## config.mk

```make
export PLATFORM = sky130hd
export DESIGN_NAME = instr_loader
export DESIGN_NICKNAME = d
export VERILOG_FILES = /design/src/rtl/instr_loader.sv
export SDC_FILE = /design/constraint.sdc
export NUM_CORES = 1
export LEC_CHECK = 0
export BUFFER_PORTS_ARGS = -buffer_cell sky130_fd_sc_hd__buf_2
export CAP_MARGIN = 20
export CORE_MARGIN = 3
export CORE_UTILIZATION = 60
export CTS_CLUSTER_SIZE = 14
export DETAILED_ROUTE_END_ITERATION = 12
export GPL_TIMING_DRIVEN = 0
export PLACE_DENSITY_LB_ADDON = 0.2
export SLEW_MARGIN = 0
export SYNTH_ARGS = -nofsm -noshare
export SYNTH_HDL_FRONTEND = slang
export SYNTH_SLANG_ARGS = --single-unit
export TNS_END_PERCENT = 30
```

## constraint.sdc

```tcl
create_clock -name clk -period 5.5 [get_ports clk]
set_input_delay 0.275 -clock clk [delete_from_list [all_inputs] [get_ports clk]]
set_output_delay 0.275 -clock clk [all_outputs]
set_load 0.02 [all_outputs]
```

## src/rtl/instr_loader.sv

```systemverilog
// Instruction loader: parses a framed byte stream (length, 16-bit words, XOR checksum),
// writes the words into instruction memory and holds the core in reset until a good frame lands.
module instr_loader #(
  parameter int unsigned ADDR_W    = 10,
  parameter int unsigned BASE_ADDR = 0
) (
  input  logic              clk,
  input  logic              rst,
  input  logic              start,
  input  logic [7:0]        in_data,
  input  logic              in_valid,
  output logic              in_ready,
  output logic              mem_we,
  output logic [ADDR_W-1:0] mem_waddr,
  output logic [15:0]       mem_wdata,
  output logic              cpu_rst,
  output logic              busy,
  output logic              done,
  output logic              err,
  output logic [ADDR_W:0]   words_loaded
);

  // Largest word count that fits between BASE_ADDR and the top of the address space.
  localparam int unsigned MaxWords = (32'd1 << ADDR_W) - BASE_ADDR;

  typedef enum logic [2:0] {
    StIdle,
    StLenHi,
    StLenLo,
    StDataHi,
    StDataLo,
    StCsum,
    StDone,
    StError
  } state_e;

  state_e              state_q, state_d;
  logic [15:0]         len_q, len_d;
  logic [7:0]          hi_q, hi_d;
  logic [7:0]          csum_q, csum_d;
  logic [ADDR_W:0]     words_q, words_d;
  logic                mem_we_q, mem_we_d;
  logic [ADDR_W-1:0]   waddr_q, waddr_d;
  logic [15:0]         wdata_q, wdata_d;

  logic                accept;
  logic                start_ok;
  logic [15:0]         len_full;
  logic                len_too_big;
  logic                last_word;

  assign accept      = in_valid & in_ready;
  assign start_ok    = start & ((state_q == StIdle) | (state_q == StDone) | (state_q == StError));
  assign len_full    = {len_q[15:8], in_data};
  assign len_too_big = 32'(len_full) > MaxWords;
  assign last_word   = (32'(words_q) + 32'd1) == 32'(len_q);

  // State register
  always_ff @(posedge clk) begin
    if (rst) begin
      state_q <= StIdle;
    end else begin
      state_q <= state_d;
    end
  end

  // Next-state logic
  always_comb begin
    state_d = state_q;
    case (state_q)
      StIdle, StDone, StError: begin
        if (start) state_d = StLenHi;
      end
      StLenHi: begin
        if (accept) state_d = StLenLo;
      end
      StLenLo: begin
        if (accept) begin
          if (len_too_big) begin
            state_d = StError;
          end else if (len_full == 16'd0) begin
            state_d = StCsum;
          end else begin
            state_d = StDataHi;
          end
        end
      end
      StDataHi: begin
        if (accept) state_d = StDataLo;
      end
      StDataLo: begin
        if (accept) state_d = last_word ? StCsum : StDataHi;
      end
      StCsum: begin
        if (accept) state_d = (in_data == csum_q) ? StDone : StError;
      end
      default: state_d = StIdle;
    endcase
  end

  // State decodes
  always_comb begin
    in_ready = 1'b0;
    busy     = 1'b0;
    done     = 1'b0;
    err      = 1'b0;
    case (state_q)
      StLenHi, StLenLo, StDataHi, StDataLo, StCsum: begin
        in_ready = 1'b1;
        busy     = 1'b1;
      end
      StDone:  done = 1'b1;
      StError: err  = 1'b1;
      default: ;
    endcase
    cpu_rst = ~done;
  end

  // Datapath next-state: checksum covers every frame byte except the checksum itself
  always_comb begin
    len_d    = len_q;
    hi_d     = hi_q;
    csum_d   = csum_q;
    words_d  = words_q;
    mem_we_d = 1'b0;
    waddr_d  = waddr_q;
    wdata_d  = wdata_q;
    if (start_ok) begin
      len_d   = '0;
      csum_d  = '0;
      words_d = '0;
    end
    if (accept) begin
      if (state_q != StCsum) csum_d = csum_q ^ in_data;
      case (state_q)
        StLenHi:  len_d[15:8] = in_data;
        StLenLo:  len_d[7:0]  = in_data;
        StDataHi: hi_d        = in_data;
        StDataLo: begin
          mem_we_d = 1'b1;
          waddr_d  = ADDR_W'(BASE_ADDR) + words_q[ADDR_W-1:0];
          wdata_d  = {hi_q, in_data};
          words_d  = words_q + (ADDR_W + 1)'(1);
        end
        default: ;
      endcase
    end
  end

  always_ff @(posedge clk) begin
    if (rst) begin
      len_q    <= '0;
      hi_q     <= '0;
      csum_q   <= '0;
      words_q  <= '0;
      mem_we_q <= 1'b0;
      waddr_q  <= '0;
      wdata_q  <= '0;
    end else begin
      len_q    <= len_d;
      hi_q     <= hi_d;
      csum_q   <= csum_d;
      words_q  <= words_d;
      mem_we_q <= mem_we_d;
      waddr_q  <= waddr_d;
      wdata_q  <= wdata_d;
    end
  end

  assign mem_we       = mem_we_q;
  assign mem_waddr    = waddr_q;
  assign mem_wdata    = wdata_q;
  assign words_loaded = words_q;

endmodule

```

; ---- After elaboration in Yosys (flattened, before gate mapping)
; Index checks and enable logic that the tools add are counted.
[word_totals]
output_inout_bits = 43
register_bits = 73
[op_classes]
bitwise_logic = 7
order_cmp = 1
eq_ne = 16
mux = 25
n_reduce_logical = 8
n_addsub = 2
[op_table]
columns = cell, n
row1 = 8-bit 2-to-1 mux, 5
row2 = 11-bit 2-to-1 mux, 3
row3 = 16-bit 2-to-1 mux, 2
row4 = 3-bit 2-to-1 mux, 9
row5 = 3-bit case mux with 6 select lines, 1
row6 = 12-bit by 16-bit equality test with 1-bit output, 1
row7 = "16-bit by 11-bit greater-than comparator with 1-bit output, second input constant", 1
row8 = 16-bit logical NOT, 1
row9 = "11-bit by 1-bit adder with 12-bit output, second input constant", 1
row10 = "3-bit equality test, second input constant", 4
row11 = "2-bit != test, second input constant", 6
row12 = "11-bit by 1-bit adder with 11-bit output, second input constant", 1
row13 = 8-bit equality test, 1
row14 = 8-bit bitwise XOR, 1
row15 = "3-bit by 2-bit equality test with 1-bit output, second input constant", 2
row16 = 6-bit AND reduction, 1
row17 = 1-bit 2-to-1 mux, 5
row18 = 5-bit OR reduction, 1
row19 = 2-bit AND reduction, 2
row20 = "3-bit by 1-bit equality test with 1-bit output, second input constant", 1
row21 = 3-bit logical NOT, 1
row22 = "3-bit != test, second input constant", 1
row23 = 3-bit OR reduction, 1
row24 = 1-bit AND, 2
row25 = 3 further kinds, 5

; ---- Logic depth before layout (Yosys ltp)
; Gate-level depths: netlist of the first run.
[logic_depth]
word_depth = 7
mapped_depth = 8
ltp_nobuf = 7

; ---- Worst setup path after synthesis of the first run
; Ideal clock, no wire load.
[synth_timing]
path_kind = register -> register
startpoint = register words_q[0] (netlist: words_loaded[0])
endpoint = register state_q[2]
setup_ns = 0.070
required_time_ns = 5.430
stages_incl_launch_ff = 9
synth_period_minus_slack_ns = 2.229
arrival_time_ns = 2.159
setup_slack_ns = 3.271
cell_sequence = dfxtp_1 ha_1 and3_4 and3_4 buf_6 xnor2_2 nand4_1 or4_1 a21oi_1
[synth_between]
elab_chain_len = 5
[synth_rtl]
columns = item, line_no
row1 = "start, declared", 41  ; logic [ADDR_W:0] words_q, words_d;
row2 = "start signal, assigned", 163  ; words_q <= words_d;
row3 = 11-bit by 1-bit adder with 12-bit output, 56  ; assign last_word = (32'(words_q) + 32'd1) == 32'(len_q);
row4 = 12-bit by 16-bit equality test with 1-bit output, 56
row5 = 3-bit 2-to-1 mux (2 in a row), 92  ; if (accept) state_d = last_word ? StCsum : StDataHi;
row6 = 3-bit case mux with 6 select lines, 70  ; case (state_q)
row7 = "end signal, assigned", 61  ; state_q <= StIdle;
row8 = "end signal, assigned", 63  ; state_q <= state_d;
row9 = "end, declared", 37  ; state_e state_q, state_d;
; Every way passes these cells. The select of a mux whose other input is x is not followed.
; A chain may end at the register's enable or synchronous reset.

; ---- Worst setup path after layout of the first run
; Ends and elaborated chain as after synthesis.

==> reports/results.txt, run 1 <==
clk sinks -> 73
Global Route met1 Usage -> 32.5%
core area -> 5570 µm²
DRT Pass-1 Iters -> 5
Num CTS Buffers -> 9
Nets -> 533
hold path start -> in_data[0]
Slowest cell on crit path -> or4_1
IO Port Bufs -> 46
post-route ant nets -> 0
Syn Area/Cell -> 7.61 µm²
routed length per placed instance -> 15.0 µm
Peak Freq -> 404 MHz
Setup-failing EPs final -> 0
Leak -> 0.00153 µW
Least-Margin Pin Slew -> 880 ps
Worst EP arrival -> 2760 ps
Netlist cell types -> 48
first-pass GRT wire length -> 14.1 mm
dominant cell type by area after synthesis -> dfxtp_1
Synth Flop Type -> dfxtp_1
global route hottest layer -> met2
All-Layer GR Usage -> 27.1%
GR Overflow Total -> 0
Die Y -> 82.5 µm
internal power -> 808 µW
status -> completed
Clock power frac -> 39.0%
H-Tree Depth -> 3
Worst Hold Path EP -> mem_wdata[0]$_SDFFE_PP0P_
DIE AREA -> 6810 µm²
Post-Route Utilization -> 72.5%
Area contributors post-synth -> dfxtp_1 (42%), nand2_1 (10%), a21oi_1 (9.0%)
Resized Gates After CTS -> 0
RR Startpoint -> words_loaded[0]$_SDFF_PP0_
cts-stage hold buffer count -> 0
final hold slack -> 252 ps
Max-Cap Viols -> 0
Detailed Route WL -> 8.94 mm
max incr delay on CP -> 570 ps
clock tree buffer depth -> 2
CP endpoint kind -> flop
crit-path cells -> ha_1 > nand3_1 > o21ai_1 > nor4b_2 > nor3b_2 > or4_1 > a21oi_1
synth warn -> 0
initial antenna violation count -> 0
synthesized area -> 3510 µm²
setup TNS -> 0 ps
CTS tree -> yes
GP Congestion -> 0.927
Synth Instances -> 462
Initial Utilization -> 63.1%
sequential-to-total area share from yosys stat -> 41.6%
Slew Limit Fails -> 0
syn_nets -> 476
vias per cell -> 5.89
vias in the first global route -> 3067
Switch Pwr -> 336 µW
P&R area growth vs syn -> 15.1%
worst skew pair latency -> 360 ps
Logic pwr share -> 13.0%
async set-or-reset flop fraction in the synthesized netlist -> 0%
DP HPWL -> 6.33 mm
r2r endpoint -> state_q[2]$_SDFFE_PP0P_
# rows -> 27
n_diodes -> 0
Final min period -> 2480 ps
final routed DRC violation total -> 0
GR Layer Usage met2 -> 46.2%
met3 Use GR -> 6.72%
Non-Filler Instances -> 596
Hold Vio Cnt, Final -> 0
pre-CTS setup slack -> 3050 ps
post-CTS setup buffer count -> 0
Worst slew margin -> 40.9%
worst setup margin -> 3020 ps
hold depth -> 3
Clock Pin Slew Worst Setup and Hold Paths -> 90 ps
vias post-DR -> 3511
WP data required -> 5790 ps
Post-synth EDFFs -> 0
CP Max Fanout -> 9
clk root buf -> clkbuf_8
Worst R2R Path Depth -> 7
RSZ-0062 raised after global routing -> false
largest net degree at the start of global routing -> 16
Layout Skew -> 13.2 ps
share of the synthesized area in the top cell type -> 41.6%
# IOs -> 55
Power Density -> 283 nW/µm²
maximum VDD drop -> 0.183 mV
crit path kind -> reg2reg
R2R Setup Slk -> 3020 ps
Flop pwr share -> 48.0%
layout cells sized above 1 -> 15.6%
fin crit share -> 45.1%
Setup crit start kind -> flop
Placed Instances -> 580
Die W -> 82.5 µm
worst min path class -> in2reg
Iter 0 DRT Violations -> 195
#FFs+latches synth -> 73
Sw Share -> 29.4%
-- cell type report --
cell class	instances	area, µm²
fill	451	1530
inverter	12	45.0
buffer	37	171
tap	72	90.1
sequential	73	1460
clock buffer	9	124
timing repair buffer	46	230
multi-input combinational	340	1840
clock inverter	7	85.1
-- flip-flops by register name, summed over array words and instances (netlist names) --
signal,flops
csum_q,8
hi_q,8
len_q,16
mem_waddr,10
mem_wdata,16
mem_we,1
state_q,3
words_loaded,11
-- worst max-delay path, delay by kind of cell (launching register included) --
kind                       cells  cell delay [ps]
and+or+nand+nor                4             1150
DFF                            1              550
AOI/OAI and AO/OA              2              360
adders and majority gates      1              350
-- metal layers --
| metal | vias to the layer above | part of all wire [%] |
|---|---|---|
| li1 | 1702 | - |
| met1 | 1627 | 42 |
| met2 | 157 | 48 |
| met3 | 25 | 7.2 |
| met4 | 0 | 2.5 |
| met5 | - | 0 |
-- layout by cell type (no fill, tap or decap), types with 2 or more instances in the layout --
cell type,instances
nand2_1,97
clkinvlp_4,2
buf_6,2
or3_1,2
nor3b_1,8
ha_1,2
a21oi_1,63
dfxtp_1,73
xor2_1,9
a31oi_1,3
nor4_1,4
nand2b_1,2
buf_4,2
clkbuf_1,24
o21ai_1,3
buf_2,53
nor3_1,8
o211ai_1,2
clkbuf_8,9
inv_1,11
nand4_1,7
and3_1,7
a211oi_1,4
o31ai_1,6
o21ai_0,22
xnor2_1,14
inv_6,2
inv_8,2
nor2_1,28
nand3_1,29
and3_4,2
-- through the flow --
| step | instance area (µm²) | power (µW) |
|---|---|---|
| final | 4040 | 1140 |
| after global routing | 4040 | 1190 |
| after CTS | 4040 | 1150 |
| after detailed placement | 3830 | 706 |
| after global placement | 3830 | 702 |
| after floorplan | 3510 | 669 |
-- cell usage after synthesis, types with 2 or more instances --
library cell   n
a31oi_1        3
buf_2          7
nor2_1        28
xnor2_1       14
and3_4         2
dfxtp_1       73
xor2_1         9
nand2_1       97
ha_1           2
and3_1         7
buf_6          2
inv_1         11
nor4_1         4
clkbuf_1      24
o211ai_1       2
o31ai_1        6
a211oi_1       4
nor3_1         8
nand2b_1       2
o21ai_1        3
nand4_1        7
a21oi_1       63
or3_1          2
nor3b_1        8
nand3_1       29
o21ai_0       22
buf_4          2
-- cells by family (layout without fill, tap and decap cells) --
logic type | after synthesis | count (layout) | synth area share, %
simple gates | 204 | 204 | 27.4
fa+ha+maj | 2 | 2 | 0.712
flops | 73 | 73 | 41.6
buf+inv | 49 | 111 | 6.16
mux | 1 | 1 | 0.285
xor+xnor | 24 | 24 | 6.19
compound gates | 109 | 109 | 17.7
-- power by group through the flow --
stage               Clock [µW]  Combinational [µW]  Sequential, µW
finish                     446                 149             548
global placement             0                 142             560
floorplan                    0                 111             558
global route               473                 164             550
detailed placement           0                 145             560
CTS                        453                 146             548
-- how the worst max path moves through the flow --
stage	start	end	slack, ps
detailed placement	words_loaded[0]$_SDFF_PP0_	state_q[1]$_SDFFE_PP0P_	3050
global placement	words_loaded[0]$_SDFF_PP0_	state_q[2]$_SDFFE_PP0P_	3150
floorplan	words_loaded[0]$_SDFF_PP0_	state_q[2]$_SDFFE_PP0P_	3270
global route	words_loaded[0]$_SDFF_PP0_	state_q[2]$_SDFFE_PP0P_	2870
finish	words_loaded[0]$_SDFF_PP0_	state_q[2]$_SDFFE_PP0P_	3020
CTS	words_loaded[0]$_SDFF_PP0_	state_q[2]$_SDFFE_PP0P_	3040
No activity file was read; power rests on OpenSTA's default activity.
==> inputs of run 2 (changes only) <==
--- a/config.mk
+++ b/config.mk
@@ -8,7 +8,7 @@
 export BUFFER_PORTS_ARGS = -buffer_cell sky130_fd_sc_hd__buf_2
 export CAP_MARGIN = 20
 export CORE_MARGIN = 3
-export CORE_UTILIZATION = 60
+export CORE_UTILIZATION = 51
 export CTS_CLUSTER_SIZE = 14
 export DETAILED_ROUTE_END_ITERATION = 12
 export GPL_TIMING_DRIVEN = 0
==> constraint.sdc (replaced) <==
create_clock -name clk -period 2.1 [get_ports clk]
set_input_delay 0.105 -clock clk [delete_from_list [all_inputs] [get_ports clk]]
set_output_delay 0.105 -clock clk [all_outputs]
set_load 0.02 [all_outputs]
==> reports/results.txt, run 2 (synthesized netlist as in run 1, its figures left out) <==
status -> completed (unchanged)
Worst EP arrival -> 2310 ps (was 2760 ps)
hold depth -> 3 (unchanged)
WP data required -> 2380 ps (was 5790 ps)
Sw Share -> 27.4% (was 29.4%)
RR Startpoint -> words_loaded[0]$_SDFF_PP0_ (unchanged)
crit path from -> words_loaded[0]$_SDFF_PP0_ (unchanged)
layout cells sized above 1 -> 19.2% (was 15.6%)
Setup crit start kind -> flop (unchanged)
Num CTS Buffers -> 9 (unchanged)
Nets -> 534 (was 533)
CP Max Fanout -> 7 (was 9)
P&R area growth vs syn -> 17.6% (was 15.1%)
vias in the first global route -> 3096 (was 3067)
Iter 0 DRT Violations -> 244 (was 195)
Least-Margin Pin Slew -> 594 ps (was 880 ps)
internal power -> 2130 µW (was 808 µW)
DRT Pass-1 Iters -> 5 (unchanged)
n_diodes -> 0 (unchanged)
first-pass GRT wire length -> 14.1 mm (about the same)
cts-stage hold buffer count -> 0 (unchanged)
Non-Filler Instances -> 602 (was 596)
largest delay contributor family on the critical path -> simple AND/OR/NAND/NOR gates (unchanged)
Crit path buffers/inverters -> 1 (was 0)
Logic pwr share -> 13.7% (was 13.0%)
met3 Use GR -> 6.82% (was 6.72%)
RSZ-0062 raised after global routing -> true (was false)
clock tree buffer depth -> 2 (unchanged)
commonest non-fill, non-tap cells in the layout -> nand2_1 (96), dfxtp_1 (71), a21oi_1 (62), buf_2 (53), nor2_1 (28) (was nand2_1 (97), dfxtp_1 (73), a21oi_1 (63), buf_2 (53), nand3_1 (29))
H-Tree Depth -> 3 (unchanged)
post-route ant nets -> 0 (unchanged)
All-Layer GR Usage -> 22.8% (was 27.1%)
Top cell by count, worst path -> and3_4
largest net degree at the start of global routing -> 13 (was 16)
vias per cell -> 5.67 (was 5.89)
Max-Cap Viols -> 0 (unchanged)
Clock power frac -> 37.4% (was 39.0%)
initial antenna violation count -> 0 (unchanged)
Peak Freq -> 491 MHz (was 404 MHz)
critical path capture point -> state_q[2]$_SDFFE_PP0P_ (unchanged)
# IOs -> 55 (unchanged)
global route hottest layer -> met2 (unchanged)
fin crit share -> 97.0% (was 45.1%)
maximum VDD drop -> 0.683 mV (was 0.183 mV)
GR Overflow Total -> 0 (unchanged)
Flop pwr share -> 48.9% (was 48.0%)
DP HPWL -> 6.42 mm (was 6.33 mm)
Slew Limit Fails -> 0 (unchanged)
worst skew pair latency -> 340 ps (was 360 ps)
Worst R2R Path Depth -> 8 (was 7)
Final min period -> 2040 ps (was 2480 ps)
routed length per placed instance -> 14.7 µm (was 15.0 µm)
DIE AREA -> 7920 µm² (was 6810 µm²)
vias post-DR -> 3415 (was 3511)
r2r endpoint -> state_q[2]$_SDFFE_PP0P_ (unchanged)
clk sinks -> 73 (unchanged)
GR Layer Usage met2 -> 39.3% (was 46.2%)
Leak -> 0.00157 µW (was 0.00153 µW)
IO Port Bufs -> 46 (unchanged)
Setup-failing EPs final -> 0 (unchanged)
crit-path cells -> ha_4 > and3_4 > and3_4 > buf_6 > xnor2_2 > nand4_1 > or4_4 > a21oi_2 (was ha_1 > nand3_1 > o21ai_1 > nor4b_2 > nor3b_2 > or4_1 > a21oi_1)
Worst slew margin -> 60.2% (was 40.9%)
fin area -> 4130 µm² (was 4040 µm²)
Switch Pwr -> 803 µW (was 336 µW)
hold path start -> in_data[0] (unchanged)
Layout Skew -> 8.31 ps (was 13.2 ps)
# rows -> 29 (was 27)
commonest non-fill, non-tap cell in the layout -> nand2_1 (unchanged)
Die W -> 89.0 µm (was 82.5 µm)
worst min path class -> in2reg (unchanged)
max incr delay on CP -> 550 ps (was 570 ps)
core area -> 6490 µm² (was 5570 µm²)
Clock Pin Slew Worst Setup and Hold Paths -> 70 ps (was 90 ps)
Placed Instances -> 585 (was 580)
clk root buf -> clkbuf_8 (unchanged)
GP Congestion -> 0.920 (was 0.927)
Die Y -> 89.0 µm (was 82.5 µm)
Initial Utilization -> 54.1% (was 63.1%)
Power Density -> 711 nW/µm² (was 283 nW/µm²)
final routed DRC violation total -> 0 (unchanged)
CP endpoint kind -> flop (unchanged)
CP Depth -> 8 (was 7)
crit path kind -> reg2reg (unchanged)
CTS tree -> yes (unchanged)
Detailed Route WL -> 8.84 mm (was 8.94 mm)
Hold Vio Cnt, Final -> 0 (unchanged)
Slowest cell on crit path -> or4_4 (was or4_1)
Tot Pwr -> 2940 µW (was 1140 µW)
Post-Route Utilization -> 63.6% (was 72.5%)
R2R Setup Slk -> 60 ps (was 3020 ps)
placed inst area -> 3850 µm² (was 3830 µm²)
Global Route met1 Usage -> 27.2% (was 32.5%)
[run 2: layer usage]
layer / wire length (µm) / vias to the layer above
met4: 177 / 0
met2: 4410 / 96
met3: 452 / 19
li1: - / 1706
met1: 3810 / 1594
met5: 0 / -
[run 2: metrics by stage]
stage,hold slack [ps],TNS [ps],setup slack (ps)
global route,108,-41.8,-41.8
floorplan,241,0,45.3
CTS,94.6,0,1.73
finish,107,0,64.0
global placement,439,-94.5,-80.9
detailed placement,445,-182,-116
[run 2: power by group through the flow]
| stage | clock [µW] | sequential, µW | combinational, µW |
|---|---|---|---|
| after detailed placement | 0 | 1470 | 384 |
| after global routing | 1170 | 1440 | 446 |
| after global placement | 0 | 1470 | 377 |
| final | 1100 | 1430 | 403 |
| after CTS | 1110 | 1430 | 390 |
| after floorplan | 0 | 1460 | 291 |
[run 2: how the worst min path moves through the flow]
stage                                 to  slack (ps)
2_1_floorplan       hi_q[0]$_SDFFE_PP0P_         240
3_3_place_gp   mem_waddr[3]$_SDFFE_PP0P_         440
3_5_place_dp   mem_waddr[3]$_SDFFE_PP0P_         440
4_1_cts             hi_q[0]$_SDFFE_PP0P_          90
5_1_grt             len_q[15]$_SDFF_PP0_         110
6_report            hi_q[0]$_SDFFE_PP0P_         110
[run 2: worst register-to-register path: stages, from the launching register on]
cell	delay [ps]
dfxtp_4	360
ha_4	190
and3_4	190
and3_4	170
buf_6	130
xnor2_2	140
nand4_1	130
or4_4	550
a21oi_2	120
[run 2: repair_timing]
item | CTS | global route
gates resized for setup | 6 | 20
setup endpoints to repair | 4 | 40
pin swaps | 1 | 1
hold endpoints to repair | 0 | 0
cloned | 0 | 0
setup buffers | 0 | 2
[run 2: final cells by class]
cell class,count,area (µm²)
Timing Repair Buffer,48,245
Clock buffer,12,145
Buffer,36,175
Sequential cell,73,1470
Inverter,12,45.0
Tap cell,77,96.3
Fill cell,604,2360
Clock inverter,4,51.3
Multi-Input combinational cell,340,1900
